==> src/rtl/tpu_core.sv <==
// tpu_core: 4x4 outer-product int8 matrix-multiply engine over external synchronous buffers.
// Optional build macro TPU_SATURATE_EN clamps each result lane to [-128, 127] instead of wrapping.
module tpu_core #(
  parameter int ARRAY      = 4,
  parameter int DATA_WIDTH = 8,
  parameter int ACC_WIDTH  = 32,
  parameter int ADDR_WIDTH = 16,
  parameter int WORD_WIDTH = ARRAY * DATA_WIDTH
) (
  input  logic                  clk_i,
  input  logic                  rst_i,
  input  logic                  start_i,
  output logic                  valid_o,
  input  logic [ADDR_WIDTH-1:0] m_i,
  input  logic [ADDR_WIDTH-1:0] k_i,
  input  logic [ADDR_WIDTH-1:0] n_i,
  input  logic [ADDR_WIDTH-1:0] base_addra_i,
  input  logic [ADDR_WIDTH-1:0] base_addrb_i,
  input  logic [ADDR_WIDTH-1:0] base_addrp_i,
  output logic                  ena_o,
  output logic                  wea_o,
  output logic [ADDR_WIDTH-1:0] addra_o,
  input  logic [WORD_WIDTH-1:0] worda_i,
  output logic                  enb_o,
  output logic                  web_o,
  output logic [ADDR_WIDTH-1:0] addrb_o,
  input  logic [WORD_WIDTH-1:0] wordb_i,
  output logic                  enp_o,
  output logic                  wep_o,
  output logic [ADDR_WIDTH-1:0] addrp_o,
  output logic [WORD_WIDTH-1:0] wordp_o
);

  localparam int LG = $clog2(ARRAY);
  localparam logic [ADDR_WIDTH-1:0] ONE = ADDR_WIDTH'(1);
  localparam logic [LG-1:0] LAST_ROW = LG'(ARRAY - 1);

  typedef enum logic [2:0] {S_IDLE, S_LOAD, S_DRAIN, S_WRITE, S_NEXT, S_DONE} state_t;

  state_t state_q, state_d;
  logic [ADDR_WIDTH-1:0] k_q, k_d, mbn_q, mbn_d, nbn_q, nbn_d, base_b_q, base_b_d;
  logic [ADDR_WIDTH-1:0] a_row_q, a_row_d, b_col_q, b_col_d, p_ptr_q, p_ptr_d;
  logic [ADDR_WIDTH-1:0] kk_q, kk_d, mb_q, mb_d, nb_q, nb_d;
  logic [LG-1:0]         row_q, row_d;
  logic                  acc_en_q;
  logic                  acc_clr;
  logic [ADDR_WIDTH-1:0] mb_count, nb_count;
  logic [ARRAY*WORD_WIDTH-1:0] conv_all;
  logic [WORD_WIDTH-1:0] row_word;

  assign mb_count = (m_i >> LG) + ADDR_WIDTH'(|m_i[LG-1:0]);
  assign nb_count = (n_i >> LG) + ADDR_WIDTH'(|n_i[LG-1:0]);
  assign row_word = conv_all[int'(row_q)*WORD_WIDTH +: WORD_WIDTH];
  assign acc_clr  = (state_d == S_LOAD) && (state_q != S_LOAD);
  assign wea_o    = 1'b0;
  assign web_o    = 1'b0;

  always_ff @(posedge clk_i or posedge rst_i) begin
    if (rst_i) begin
      state_q  <= S_IDLE;
      k_q      <= '0;
      mbn_q    <= '0;
      nbn_q    <= '0;
      base_b_q <= '0;
      a_row_q  <= '0;
      b_col_q  <= '0;
      p_ptr_q  <= '0;
      kk_q     <= '0;
      mb_q     <= '0;
      nb_q     <= '0;
      row_q    <= '0;
      acc_en_q <= 1'b0;
    end else begin
      state_q  <= state_d;
      k_q      <= k_d;
      mbn_q    <= mbn_d;
      nbn_q    <= nbn_d;
      base_b_q <= base_b_d;
      a_row_q  <= a_row_d;
      b_col_q  <= b_col_d;
      p_ptr_q  <= p_ptr_d;
      kk_q     <= kk_d;
      mb_q     <= mb_d;
      nb_q     <= nb_d;
      row_q    <= row_d;
      // read data arrives one cycle after the LOAD address, so accumulate a cycle late
      acc_en_q <= (state_q == S_LOAD);
    end
  end

  always_comb begin
    state_d  = state_q;
    k_d      = k_q;
    mbn_d    = mbn_q;
    nbn_d    = nbn_q;
    base_b_d = base_b_q;
    a_row_d  = a_row_q;
    b_col_d  = b_col_q;
    p_ptr_d  = p_ptr_q;
    kk_d     = kk_q;
    mb_d     = mb_q;
    nb_d     = nb_q;
    row_d    = row_q;
    valid_o  = 1'b0;
    ena_o    = 1'b0;
    enb_o    = 1'b0;
    addra_o  = '0;
    addrb_o  = '0;
    enp_o    = 1'b0;
    wep_o    = 1'b0;
    addrp_o  = '0;
    wordp_o  = '0;
    case (state_q)
      S_IDLE: begin
        if (start_i) begin
          k_d      = k_i;
          mbn_d    = mb_count;
          nbn_d    = nb_count;
          base_b_d = base_addrb_i;
          a_row_d  = base_addra_i;
          b_col_d  = base_addrb_i;
          p_ptr_d  = base_addrp_i;
          kk_d     = '0;
          mb_d     = '0;
          nb_d     = '0;
          if (m_i == '0 || k_i == '0 || n_i == '0) state_d = S_DONE;
          else                                     state_d = S_LOAD;
        end
      end
      S_LOAD: begin
        ena_o   = 1'b1;
        enb_o   = 1'b1;
        addra_o = a_row_q + kk_q;
        addrb_o = b_col_q + kk_q;
        if (kk_q == k_q - ONE) begin
          kk_d    = '0;
          state_d = S_DRAIN;
        end else begin
          kk_d = kk_q + ONE;
        end
      end
      S_DRAIN: begin
        row_d   = '0;
        state_d = S_WRITE;
      end
      S_WRITE: begin
        enp_o   = 1'b1;
        wep_o   = 1'b1;
        addrp_o = p_ptr_q;
        wordp_o = row_word;
        p_ptr_d = p_ptr_q + ONE;
        row_d   = row_q + LG'(1);
        if (row_q == LAST_ROW) state_d = S_NEXT;
      end
      S_NEXT: begin
        // P rows are contiguous across tiles, so p_ptr simply keeps counting
        if (nb_q + ONE == nbn_q) begin
          nb_d    = '0;
          b_col_d = base_b_q;
          a_row_d = a_row_q + k_q;
          if (mb_q + ONE == mbn_q) begin
            state_d = S_DONE;
          end else begin
            mb_d    = mb_q + ONE;
            state_d = S_LOAD;
          end
        end else begin
          nb_d    = nb_q + ONE;
          b_col_d = b_col_q + k_q;
          state_d = S_LOAD;
        end
      end
      S_DONE: begin
        valid_o = 1'b1;
        if (!start_i) state_d = S_IDLE;
      end
      default: state_d = S_IDLE;
    endcase
  end

  for (genvar gi = 0; gi < ARRAY; gi++) begin : g_row
    for (genvar gj = 0; gj < ARRAY; gj++) begin : g_col
      logic signed [DATA_WIDTH-1:0]   a_el, b_el;
      logic signed [2*DATA_WIDTH-1:0] prod;
      logic signed [ACC_WIDTH-1:0]    acc_q;
      assign a_el = worda_i[gi*DATA_WIDTH +: DATA_WIDTH];
      assign b_el = wordb_i[gj*DATA_WIDTH +: DATA_WIDTH];
      assign prod = a_el * b_el;

      always_ff @(posedge clk_i or posedge rst_i) begin
        if (rst_i)         acc_q <= '0;
        else if (acc_clr)  acc_q <= '0;
        else if (acc_en_q) acc_q <= acc_q + {{(ACC_WIDTH-2*DATA_WIDTH){prod[2*DATA_WIDTH-1]}}, prod};
      end

`ifdef TPU_SATURATE_EN
      localparam logic signed [ACC_WIDTH-1:0] SAT_MAX = ACC_WIDTH'((1 << (DATA_WIDTH-1)) - 1);
      localparam logic signed [ACC_WIDTH-1:0] SAT_MIN = -ACC_WIDTH'(1 << (DATA_WIDTH-1));
      always_comb begin
        if (acc_q > SAT_MAX)
          conv_all[(gi*ARRAY+gj)*DATA_WIDTH +: DATA_WIDTH] = {1'b0, {(DATA_WIDTH-1){1'b1}}};
        else if (acc_q < SAT_MIN)
          conv_all[(gi*ARRAY+gj)*DATA_WIDTH +: DATA_WIDTH] = {1'b1, {(DATA_WIDTH-1){1'b0}}};
        else
          conv_all[(gi*ARRAY+gj)*DATA_WIDTH +: DATA_WIDTH] = acc_q[DATA_WIDTH-1:0];
      end
`else
      assign conv_all[(gi*ARRAY+gj)*DATA_WIDTH +: DATA_WIDTH] = acc_q[DATA_WIDTH-1:0];
`endif
    end
  end

endmodule

==> config.mk <==
export PLATFORM = sky130hd
export DESIGN_NAME = tpu_core
export DESIGN_NICKNAME = d
export VERILOG_FILES = /design/src/rtl/tpu_core.sv
export SDC_FILE = /design/constraint.sdc
export NUM_CORES = 2
export LEC_CHECK = 0
export BUFFER_PORTS_ARGS = -buffer_cell sky130_fd_sc_hd__buf_2
export CAP_MARGIN = 20
export CORE_ASPECT_RATIO = 1.5
export CORE_UTILIZATION = 45
export CTS_CLUSTER_SIZE = 40
export DETAILED_ROUTE_END_ITERATION = 7
export PLACE_DENSITY = 0.62
export SETUP_SLACK_MARGIN = 0.3
export SLEW_MARGIN = 20
export SYNTH_ARGS = -nofsm -noshare
export SYNTH_HDL_FRONTEND = slang
export SYNTH_SLANG_ARGS = --single-unit
==> constraint.sdc <==
create_clock -name clk_i -period 27.1 [get_ports clk_i]
set_input_delay 1.355 -clock clk_i [delete_from_list [all_inputs] [get_ports clk_i]]
set_output_delay 1.355 -clock clk_i [all_outputs]
set_load 0.01 [all_outputs]
==> qor.yml <==
vdd_ir_drop_max_uv: 58.58
critPathLaunch: "kk_q[1]$_DFFE_PP0P_"
path_cells: "ha_1 > a21o_1 > a21oi_1 > o21bai_1 > a2111o_1 > a311oi_1 > o21ai_0 > a31oi_1 > xor2_1 > nor2_1 > buf_2"
placed_cells: 5564
synthFlopType: "dfrtp_1"
outcome: "finished clean"
drv_slew: 0
end_kind: "primary output"
async_reset_ff_frac: 1.000
finalNonFillerCells: 5636
synthesis.area_sq_um: 37610
yosys.area_share.simple: 0.1811
port_buffers: 247
initial_utilization: 0.4552
firstDrtPassIters: 5
grt_usage: 0.2526
period_needed_ps: 5203
die_width_microns: 238.1
worst_setup_path_start_kind: "flip-flop"
dpl.hpwl_microns: 78710
ys_warn_count: 0
hold_buffers: 0
fin_nets: 5352
synth_mux_area_frac: 0.05216
power-per-cell-area_nw_per_um2: 90.83
cap_violations: 0
synth_edf_count: 0
cp.arrival_ps: 3850
dieArea_sq_um: 84770
drc_errors: 0
cts_buffers: 38
vias: 29904
hp-class: "reg -> reg"
rr_worst_depth: 11
io_pins: 250
drt-total-wl_microns: 105200
holdPathEnd: "base_b_q[8]$_DFFE_PP0P_"
worstHoldStart: "base_b_q[8]$_DFFE_PP0P_"
numClockSinks: 292
synth_top_family_by_area: "adder cells"
syn2layout_area_growth_pct: 8.771
whs_path_depth: 2
grt_pass1_vias: 30585
rows: 129
r2r_end: "g_row[0].g_col[2].acc_q[6]$_DFFE_PP0P_"
post_cts_resized: 0
layout_commonest_cell: "inv_1"
critPathTopFamily: "compound AO/OA/AOI/OAI gates"
crit_fanout: 9
antenna_found_initial: 12
die_h_microns: 356.1
postCtsSetupBuffers: 0
cts_tree: "yes"
p_leak_nw: 20.55
synth-xor-area-share: 0.1188
grt_max_degree: 104
cp_num_buf_inv: 1
postLayoutCoreUtil: 0.4951
avgSynthCellArea_sq_um: 8.555
drt_iter0_markers: 1199
layout_common_cells: "inv_1, ha_1, and2_1"
crit_required_ps: 25740
cts.htree.levels: 2
gp_congestion: 0.8779
synth_area_leaders: "dfrtp_1, ha_1, fa_1"
hold_viol: 0
synthAdderAreaFrac: 0.2748
ant_nets: 0
core_area_sq_um: 82640
r2r_slack_ps: 22780
rsz0062_at_grt: "false"
fmax_ghz: 0.1922
tns_ps: 0
n_fill_cell: 8056
clk_pin_slew_ps: 60
synthDistinctLibCells: 82
grt_overflow_total: 0
netlist_instances: 4397
via_per_inst: 5.306
max_slew_margin: 0.2429
slowest_stage: "dfrtp_1"
grt_pass1_wl_microns: 167600
cts_buffer_depth: 3
insertion_delay_ps: 590
fin_crit_sh: 0.1920
yosysSeqAreaShare: 0.1943
slowest_delay_ps: 610
root_buffer: "clkbuf_16"
synth.largest_area_cell: "dfrtp_1"
wire_per_inst_microns: 18.66
synth_seq_cells: 292
path_class: "reg -> out"
yosysTopAreaCellShare: 0.1943
synth_compound_area_frac: 0.09903
drive_above_1_share: 0.09049
tightest_slew_ps: 1107
finalSetupViolCount: 0
r2r_start: "mb_q[0]$_DFFE_PP0P_"
fin_skew_ps: 25.42
==> power breakdown <==
part	switching (W)	total (W)	internal (W)
clock	0.000228	0.000559	0.000331
combinational	0.00119	0.00231	0.00113
sequential	0.000222	0.000844	0.000622
total	0.00164	0.00372	0.00208
==> metrics by stage <==
| stage | power [W] | hold WS (ps) | cell area, sq um | worst slack (ps) |
|---|---|---|---|---|
| global route | 0.004082 | 496.4 | 40910 | 21680 |
| floorplan | 0.002647 | 445.5 | 37620 | 17680 |
| global placement | 0.003121 | 459.1 | 39570 | 21480 |
| detailed placement | 0.003175 | 464.5 | 39570 | 21380 |
| finish | 0.003716 | 477.7 | 40910 | 21900 |
| CTS | 0.003758 | 479.8 | 40910 | 21870 |
==> metal layers <==
layer / part of all wire / up-vias / GRT usage
li1: - / 14450 / -
met1: 0.39 / 14613 / 0.2794
met2: 0.53 / 626 / 0.4777
met3: 0.043 / 201 / 0.03455
met4: 0.043 / 14 / 0.1067
met5: 0.00090 / - / 0
==> registers in the layout, summed over array words and instances, names as in the netlist <==
register and flops:
g_row.g_col.acc_q 128, b_col_q 16, state_q 3, a_row_q 16, row_q 2, kk_q 16, p_ptr_q 16, mb_q 16
acc_en_q 1, k_q 16, base_b_q 16, mbn_q 15, nb_q 16, nbn_q 15
==> kinds of logic (layout without fill, tap and decap cells) <==
family / count (synthesis) / count (layout)
AND/OR/NAND/NOR: 1364 / 1364
buffers and inverters: 781 / 903
adder cells (fa/ha/maj): 699 / 699
AO/OA/AOI/OAI: 595 / 595
XOR/XNOR: 510 / 510
flip-flops: 292 / 292
multiplexers: 155 / 155
other: 1 / 5
==> tightest hold or removal path: cells and delay by family, from the launching register on <==
| kind | cells | cell delay (ps) |
|---|---|---|
| and+or+nand+nor | 2 | 110 |
| DFF | 1 | 340 |
==> cell type report <==
| type | count | area [sq um] | share of cell area |
|---|---|---|---|
| timing repair buffer | 270 | 1409 | 0.03443 |
| tap | 1113 | 1393 | 0.03404 |
| clock buffer | 51 | 1081 | 0.02642 |
| sequential | 292 | 7313 | 0.1787 |
| inverter | 564 | 2125 | 0.05193 |
| multi-input combinational | 3325 | 27340 | 0.6681 |
| clock inverter | 18 | 251.5 | 0.006147 |
| antenna | 3 | 7.507 | 0.0001835 |
==> synthesized netlist by cell type (6+ instances only) <==
cell type,number
a211oi_1,25
a21o_1,76
a21oi_1,180
a31oi_1,15
and2_1,459
and3_1,26
and4_1,6
buf_1,11
buf_2,22
buf_4,8
clkbuf_1,174
dfrtp_1,292
fa_1,212
ha_1,486
inv_1,563
mux2_2,8
mux2i_1,115
mux4_2,32
nand2_1,423
nand2b_1,12
nand3_1,46
nand3b_1,6
nand4_1,25
nor2_1,268
nor2b_1,8
nor3_1,28
nor3b_1,12
nor4_1,17
o211ai_1,14
o21a_1,14
o21ai_0,156
o21bai_1,38
o22ai_1,6
o31ai_1,14
o41ai_1,6
or2_2,7
xnor2_1,378
xor2_1,132
==> worst max path at each step <==
stage                                                   to  cells past startpoint
floorplan                           a_row_q[0]$_DFFE_PP0P_                      1
global placement    g_row[0].g_col[2].acc_q[7]$_DFFE_PP0P_                     15
detailed placement  g_row[1].g_col[1].acc_q[7]$_DFFE_PP0P_                     15
CTS                                            addra_o[13]                     11
global route                                   addra_o[13]                     11
finish                                         addra_o[13]                     11
Power figures use the tool's default switching activity.
